$ cat config.mk
export PLATFORM = sky130hd
export DESIGN_NAME = uart_tx_serializer
export DESIGN_NICKNAME = d
export VERILOG_FILES = /design/src/rtl/uart_tx_serializer.sv
export SDC_FILE = /design/constraint.sdc
export NUM_CORES = 1
export LEC_CHECK = 0
export CAP_MARGIN = 5
export CORE_MARGIN = 3
export CORE_UTILIZATION = 58
export DETAILED_ROUTE_END_ITERATION = 10
export PLACE_DENSITY = 0.95
export REMOVE_ABC_BUFFERS = 1
export SETUP_SLACK_MARGIN = 0.3
export SYNTH_ARGS = -nofsm -noshare
export SYNTH_HDL_FRONTEND = slang
export SYNTH_SLANG_ARGS = --single-unit
$ cat constraint.sdc
create_clock -name CLK -period 3.3 [get_ports CLK]
set_input_delay 0.66 -clock CLK [delete_from_list [all_inputs] [get_ports CLK]]
set_output_delay 0.66 -clock CLK [all_outputs]
set_load 0.02 [all_outputs]
$ cat src/rtl/uart_tx_serializer.sv
`default_nettype none
// ============================================================================
// Module   : uart_tx_serializer
// Brief    : UART transmit serializer on the RX oversampling clock. Each
//            frame is a start bit, DATA_WIDTH data bits (LSB first), an
//            optional parity bit and a stop bit. Every bit is held for
//            prescale+1 CLK cycles. Define UART_TX_TWO_STOP_EN to send two
//            stop bits instead of one.
// Revision : 1.0 - initial release
// ============================================================================
module uart_tx_serializer #(
    parameter int DATA_WIDTH     = 8,
    parameter int PRESCALE_WIDTH = 5
) (
    input  logic                      CLK,
    input  logic                      RST,
    input  logic [DATA_WIDTH-1:0]     P_DATA,
    input  logic                      Data_Valid,
    input  logic                      PAR_EN,
    input  logic                      PAR_TYP,
    input  logic [PRESCALE_WIDTH-1:0] prescale,
    output logic                      TX_OUT,
    output logic                      busy
);

    localparam int c_IDX_W = (DATA_WIDTH > 1) ? $clog2(DATA_WIDTH) : 1;
    localparam logic [c_IDX_W-1:0] c_LAST_IDX = c_IDX_W'(DATA_WIDTH - 1);

    localparam logic [2:0] c_IDLE   = 3'd0;
    localparam logic [2:0] c_START  = 3'd1;
    localparam logic [2:0] c_DATA   = 3'd2;
    localparam logic [2:0] c_PARITY = 3'd3;
    localparam logic [2:0] c_STOP   = 3'd4;

    logic [2:0]                r_state;
    logic [PRESCALE_WIDTH-1:0] r_cnt;
    logic [c_IDX_W-1:0]        r_idx;
    logic [DATA_WIDTH-1:0]     r_data;
    logic                      r_par_en;
    logic                      r_par_typ;
    logic [PRESCALE_WIDTH-1:0] r_prescale;
    logic                      r_tx_out;
    logic                      r_busy;
`ifdef UART_TX_TWO_STOP_EN
    logic                      r_stop2;
    logic                      w_stop2_nxt;
`endif

    logic [2:0]                w_state_nxt;
    logic [PRESCALE_WIDTH-1:0] w_cnt_nxt;
    logic [c_IDX_W-1:0]        w_idx_nxt;
    logic                      w_accept;
    logic                      w_bit_done;
    logic                      w_parity;
    logic                      w_tx_nxt;
    logic                      w_busy_nxt;

    // A bit period ends when the counter reaches the latched prescale.
    assign w_bit_done = (r_cnt == r_prescale);
    // Even parity is the XOR of the data; odd parity is its inverse.
    assign w_parity   = (^r_data) ^ r_par_typ;

    // Next-state, bit-period counter and bit-index logic.
    always_comb begin
        w_state_nxt = r_state;
        w_cnt_nxt   = r_cnt;
        w_idx_nxt   = r_idx;
        w_accept    = 1'b0;
`ifdef UART_TX_TWO_STOP_EN
        w_stop2_nxt = r_stop2;
`endif
        case (r_state)
            c_IDLE: begin
                if (Data_Valid) begin
                    w_accept    = 1'b1;
                    w_state_nxt = c_START;
                    w_cnt_nxt   = '0;
                    w_idx_nxt   = '0;
                end
            end
            c_START: begin
                if (w_bit_done) begin
                    w_cnt_nxt   = '0;
                    w_idx_nxt   = '0;
                    w_state_nxt = c_DATA;
                end else begin
                    w_cnt_nxt = r_cnt + PRESCALE_WIDTH'(1);
                end
            end
            c_DATA: begin
                if (w_bit_done) begin
                    w_cnt_nxt = '0;
                    if (r_idx == c_LAST_IDX) begin
                        w_idx_nxt   = '0;
                        w_state_nxt = r_par_en ? c_PARITY : c_STOP;
                    end else begin
                        w_idx_nxt = r_idx + c_IDX_W'(1);
                    end
                end else begin
                    w_cnt_nxt = r_cnt + PRESCALE_WIDTH'(1);
                end
            end
            c_PARITY: begin
                if (w_bit_done) begin
                    w_cnt_nxt   = '0;
                    w_state_nxt = c_STOP;
                end else begin
                    w_cnt_nxt = r_cnt + PRESCALE_WIDTH'(1);
                end
            end
            c_STOP: begin
                if (w_bit_done) begin
                    w_cnt_nxt = '0;
`ifdef UART_TX_TWO_STOP_EN
                    // First stop period done: stay for a second one.
                    if (!r_stop2) begin
                        w_stop2_nxt = 1'b1;
                    end else begin
                        w_stop2_nxt = 1'b0;
                        w_state_nxt = c_IDLE;
                    end
`else
                    w_state_nxt = c_IDLE;
`endif
                end else begin
                    w_cnt_nxt = r_cnt + PRESCALE_WIDTH'(1);
                end
            end
            default: begin
                w_state_nxt = c_IDLE;
                w_cnt_nxt   = '0;
                w_idx_nxt   = '0;
            end
        endcase
    end

    // Line level for the upcoming cycle, so TX_OUT can be a plain register.
    always_comb begin
        w_tx_nxt = 1'b1;
        case (w_state_nxt)
            c_START:  w_tx_nxt = 1'b0;
            c_DATA:   w_tx_nxt = r_data[w_idx_nxt];
            c_PARITY: w_tx_nxt = w_parity;
            default:  w_tx_nxt = 1'b1;
        endcase
    end

    assign w_busy_nxt = (w_state_nxt != c_IDLE);

    // FSM, counters and registered outputs; reset aborts any frame at once.
    always_ff @(posedge CLK or negedge RST) begin
        if (!RST) begin
            r_state  <= c_IDLE;
            r_cnt    <= '0;
            r_idx    <= '0;
            r_tx_out <= 1'b1;
            r_busy   <= 1'b0;
`ifdef UART_TX_TWO_STOP_EN
            r_stop2  <= 1'b0;
`endif
        end else begin
            r_state  <= w_state_nxt;
            r_cnt    <= w_cnt_nxt;
            r_idx    <= w_idx_nxt;
            r_tx_out <= w_tx_nxt;
            r_busy   <= w_busy_nxt;
`ifdef UART_TX_TWO_STOP_EN
            r_stop2  <= w_stop2_nxt;
`endif
        end
    end

    // Frame configuration is captured only on accept and held for the frame.
    always_ff @(posedge CLK or negedge RST) begin
        if (!RST) begin
            r_data     <= '0;
            r_par_en   <= 1'b0;
            r_par_typ  <= 1'b0;
            r_prescale <= '0;
        end else if (w_accept) begin
            r_data     <= P_DATA;
            r_par_en   <= PAR_EN;
            r_par_typ  <= PAR_TYP;
            r_prescale <= prescale;
        end
    end

    assign TX_OUT = r_tx_out;
    assign busy   = r_busy;

endmodule
`default_nettype wire

; ---- After elaboration in Yosys (flattened, before gate mapping)
; Cells that the tools add are included.
[word_totals]
word_cells = 49
regBits = 28
[op_classes]
n_addsub = 2
magnitude_cmp = 1
n_bitwise = 1
n_reduce_logical = 5
mux = 21
eq_ne = 10
[ops]
columns = operator, n
row1 = $mux W3, 11
row2 = $pmux W3 S5, 1
row3 = $eq A3 B2 Y1 const B, 4
row4 = $pmux W3 S4, 1
row5 = $mux W5, 2
row6 = $pmux W5 S2, 1
row7 = $reduce_xor A8 Y1, 1
row8 = $eq A3 B1 Y1 const B, 2
row9 = $eq A3 B3 Y1 const B, 2
row10 = $add A5 B1 Y5 const B, 1
row11 = $eq A5 B5 Y1, 1
row12 = $lt A3 B4 Y1 const B, 1
row13 = $reduce_or A4 Y1, 1
row14 = $add A3 B1 Y3 const B, 1
row15 = $bmux W1 S3, 1
row16 = $logic_not A3 Y1, 1
row17 = $mux W1, 3
row18 = $pmux W1 S3, 1
row19 = $reduce_bool A3 Y1, 1
row20 = $ne A2 B2 Y1 const B, 1
row21 = $reduce_or A2 Y1, 1
row22 = $xor A1 B1 Y1, 1

; ---- Longest topological paths before layout
[depth]
depth_word = 7
depth_mapped = 10
mapped_depth_nobuf = 9

; ---- Worst setup path before layout
; Ideal clock, no wire load.
[synth_path]
kind = input port to flip-flop
startpoint = in Data_Valid
endpoint = reg r_tx_out (netlist: TX_OUT)
required_time_ns = 3.212
slack_ns = 1.183
stages = 8
path_buffers = 0
t_arrival_ns = 2.029
setup_ns = 0.088
path_cell_list = inv_1 -> nor3_4 -> a21o_1 -> or3_1 -> and3_1 -> a2111o_1 -> nand4_1 -> a31oi_1
[synth_via]
elab_chain_cells = 5
elab_cells_between_ends = 10
[synth_lines]
columns = item, line
row1 = start: declaration, 18  ; input logic Data_Valid,
row2 = $mux W3, 74  ; if (Data_Valid) begin
row3 = $pmux W3 S4, 72  ; case (r_state)
row4 = $bmux W1 S3, 142  ; c_DATA: w_tx_nxt = r_data[w_idx_nxt];
row5 = $mux W1 (implied by the code), 142
row6 = $pmux W1 S3 *, 140  ; case (w_state_nxt)
row7 = net w_tx_nxt, 55  ; logic w_tx_nxt;
row8 = end signal: assignment, 165  ; r_tx_out <= w_tx_nxt;
row9 = end: declaration, 42  ; logic r_tx_out;
; The timed path passes the listed nets; every way through them passes the cells marked *. The select of a mux whose other input is x is not followed.
; A chain may end at the register's enable or synchronous reset.

; ---- Final worst setup path
[layout_path]
startpoint = in Data_Valid
endpoint = reg r_tx_out (netlist: TX_OUT)
[layout_via]
elab_chain_cells = 5
elab_cells_between_ends = 10
[layout_lines]
columns = item, line
row1 = $mux W3, 74
row2 = $pmux W3 S4, 72
row3 = net w_idx_nxt[0], 51  ; logic [c_IDX_W-1:0] w_idx_nxt;
row4 = $bmux W1 S3, 142
row5 = $mux W1 (implied by the code), 142
row6 = $pmux W1 S3, 140
row7 = net w_tx_nxt, 55
; The timed path passes the listed nets, and every way through them passes these cells. The select of a mux whose other input is x is not followed.

==> key figures <==
Die
  – Top-Level Pins: 20
  – # rows: 18
  – Die boundary height: 57.6 um
  – Core region area: 2500 sq um
  – Die width: 57.6 um
  – Initial standard-cell utilization of the core: 0.619
  – Die footprint: 3320 sq um

Yosys
  – Main synth FF type: dfrtp_1
  – Library cell with the highest instance count after synthesis: dfrtp_1
  – Netlist area before placement: 1550 sq um
  – Sequential element share of the synthesized area: 0.454
  – Post-synthesis register bit count: 28
  – Cell taking the most area after synthesis: dfrtp_1
  – Share of flip-flops with an asynchronous set or reset after synthesis: 1.00
  – Average instance area after synthesis: 10.9 sq um
  – Commonest cells post-synth: dfrtp_1, mux2_2, xnor2_1
  – Main area contributors after synthesis: dfrtp_1, mux2_2, xnor2_1
  – Number of enable flip-flop cells after synthesis: 0
  – Library cells used by synthesis: 43
  – Synth warnings: 0
  – Area share of the leading cell type in the synthesized netlist: 0.437
  – Post-Synthesis Cells: 142

Global routing
  – Number of antenna violations at the first check in global routing: 0
  – Overflow after GRT: 0
  – GRT Total Usage: 0.196
  – Via count of the first global-routing pass: 1121
  – Global-route wire length before repair: 5080 um
  – Pin count of the biggest net entering global routing: 20

Setup path
  – Data arrival at the endpoint of the critical path: 2.69 ns
  – Longest individual stage delay on the worst path: 0.53 ns
  – Data required time at the worst endpoint: 3.55 ns
  – Series of cell instances along the critical path: clkdlybuf4s50_1 > a21oi_2 > a2111oi_2 > or3_1 > and2_4 > inv_2 > a2111o_1 > nand4_1 > a31oi_1
  – Largest delay contributor family on the critical path: compound AO/OA/AOI/OAI gates
  – Standard cell with the maximum stage delay on the critical path: clkdlybuf4s50_1
  – Critical Path Fanout Max: 4
  – Kind of capture point of the worst setup path: register
  – Kind of launch point of the worst setup path: input pin
  – Path type of the worst setup path: input pin to register
  – Number of buffers and inverters on the critical path: 2
  – Internal reg-to-reg setup slack: 0.87 ns

Final layout
  – Number of nets in the final layout: 187
  – Area overhead of the layout relative to synthesis: 16.4%
  – Proportion of layout cells with a drive suffix above 1: 0.182
  – Total inserted antenna cells: 0
  – Final cell area excluding filler cells: 1800 sq um

Place
  – Routability congestion estimate: 0.902
  – Number of buffer cells added on primary ports: 19
  – Post-DP HPWL: 2370 um
  – Placement-stage cell area: 1770 sq um

Drt
  – Post-route DRC: 0
  – Met3 routed WL: 145 um
  – Post-DRT Antenna Nets: 0
  – WL/cell: 15.2 um
  – Initial detailed-routing violation count: 75
  – Top metal layer carrying routed signals: met4
  – Final WL: 2970 um
  – Router iterations before antenna repair: 4
  – Via-per-instance ratio: 5.93
  – Met1 Wirelength: 1270 um
  – Vias after detailed routing: 1157
  – Total length of routed met2 wires: 1510 um

Clock tree
  – CTS Buffer Depth: 2
  – CTS buffer count: 3
  – Buffers inserted during post-CTS setup optimization: 0
  – Clock transition at path regs: 0.15 ns
  – Number of H-tree levels: 1
  – TritonCTS sink count: 28
  – Insertion delay to the later sink of the worst-skew pair: 0.33 ns
  – Cell at the root of the clock tree: clkbuf_4
  – TritonCTS clock tree: yes
  – Total of cells resized after clock tree synthesis: 0
  – Count of hold-fix buffers inserted at cts: 0

STA
  – Min Clock Period, post-route: 2.44 ns
  – RSZ-0062 raised after global routing: no
  – Worst slack on hold paths: 0.546 ns
  – Number of endpoints with negative hold slack in the final report: 0
  – Peak clock frequency supported by timing: 411 MHz
  – Final Slew Violations: 0
  – Sum of negative setup slack: 0 ns
  – Period utilization: 0.738
  – Count of final setup violators: 0
  – Max_slew headroom: 0.437
  – Transition time at the pin with the least slew margin: 0.843 ns
  – Worst Skew: 0.0127 ns

Power
  – Pleak: 0.734 nW
  – IR Drop Worst-Case VDD: 0.682 mV
  – Power per standard cell area: 920 nW/um^2

Run status
  – Status: finished, final reports clean

Hold path
  – Hold WC Path Type: register to register

Run
  – Number of max-capacitance violations reported: 0
==> layer usage <==
layer,track usage,up-vias
met3,0.0267,5
met5,0,-
met2,0.334,39
met4,0.0695,0
met1,0.257,558
li1,-,555
==> flip-flops by register name, summed over array words and instances, names as in the netlist <==
| name | count |
|---|---|
| r_par_en | 1 |
| busy | 1 |
| r_prescale | 5 |
| r_par_typ | 1 |
| TX_OUT | 1 |
| r_data | 8 |
| r_state | 3 |
| r_cnt | 5 |
| r_idx | 3 |
==> stage by stage <==
stage / cells / power, mW / setup slack (ns) / util
after floorplan: 140 / 1.32 / 0.996 / -
after global placement: 191 / 1.46 / 0.636 / 0.710
after detailed placement: 191 / 1.52 / 0.556 / 0.710
after CTS: 195 / 1.66 / 0.898 / 0.720
after global routing: 195 / 1.80 / 0.758 / 0.720
final: 195 / 1.66 / 0.864 / 0.720
==> where the power goes <==
part           switching, mW  internal, mW  leakage (nW)
Combinational          0.387         0.455         0.379
Clock                 0.0978        0.0474        0.0150
Sequential             0.168         0.501         0.340
==> cell families (layout without fill, tap and decap cells) <==
kind of cell	after synthesis	count (layout)	synth area share
AND/OR/NAND/NOR	42	42	0.151
buffers and inverters	12	35	0.0340
adder cells (fa/ha/maj)	3	3	0.0243
AO/OA/AOI/OAI	27	27	0.127
XOR/XNOR	14	14	0.0939
flip-flops	28	28	0.454
multiplexers	16	16	0.116
==> final cells by class <==
| type | count | area, sq um |
|---|---|---|
| Fill cell | 167 | 699 |
| Tap cell | 30 | 37.5 |
| Multi-Input combinational cell | 102 | 792 |
| Timing Repair Buffer | 21 | 205 |
| Sequential cell | 28 | 702 |
| Inverter | 10 | 37.5 |
| Clock buffer | 4 | 26.3 |
==> worst paths after layout <==
path,start,endpoint,cells after the start
setup / recovery,Data_Valid,TX_OUT$_DFF_PN1_,9
min in group asynchronous,RST,r_par_typ$_DFFE_PN0P_,1
hold / removal,r_cnt[4]$_DFFE_PN0P_,r_cnt[4]$_DFFE_PN0P_,1
setup reg to reg,r_state[2]$_DFF_PN0_,TX_OUT$_DFF_PN1_,8
max in group asynchronous,RST,r_prescale[1]$_DFFE_PN0P_,2
hold reg to reg,r_cnt[4]$_DFFE_PN0P_,r_cnt[4]$_DFFE_PN0P_,1
==> cell usage in the layout (no fill, tap or decap), types with 2 or more instances in the layout <==
master           instances
and3_1                   5
o31ai_1                  2
a31oi_1                  2
xnor2_1                 11
clkdlybuf4s50_1         19
buf_4                    2
a2111o_1                 2
ha_1                     3
nand3_1                  5
nor2_1                   8
nand2_1                  9
o22ai_1                  2
inv_1                    9
o21ai_0                  9
nand2b_1                 2
clkbuf_4                 3
dfrtp_1                 27
mux2_2                  14
xnor2_2                  3
or3_1                    3
No activity file was read; power rests on OpenSTA's default activity.
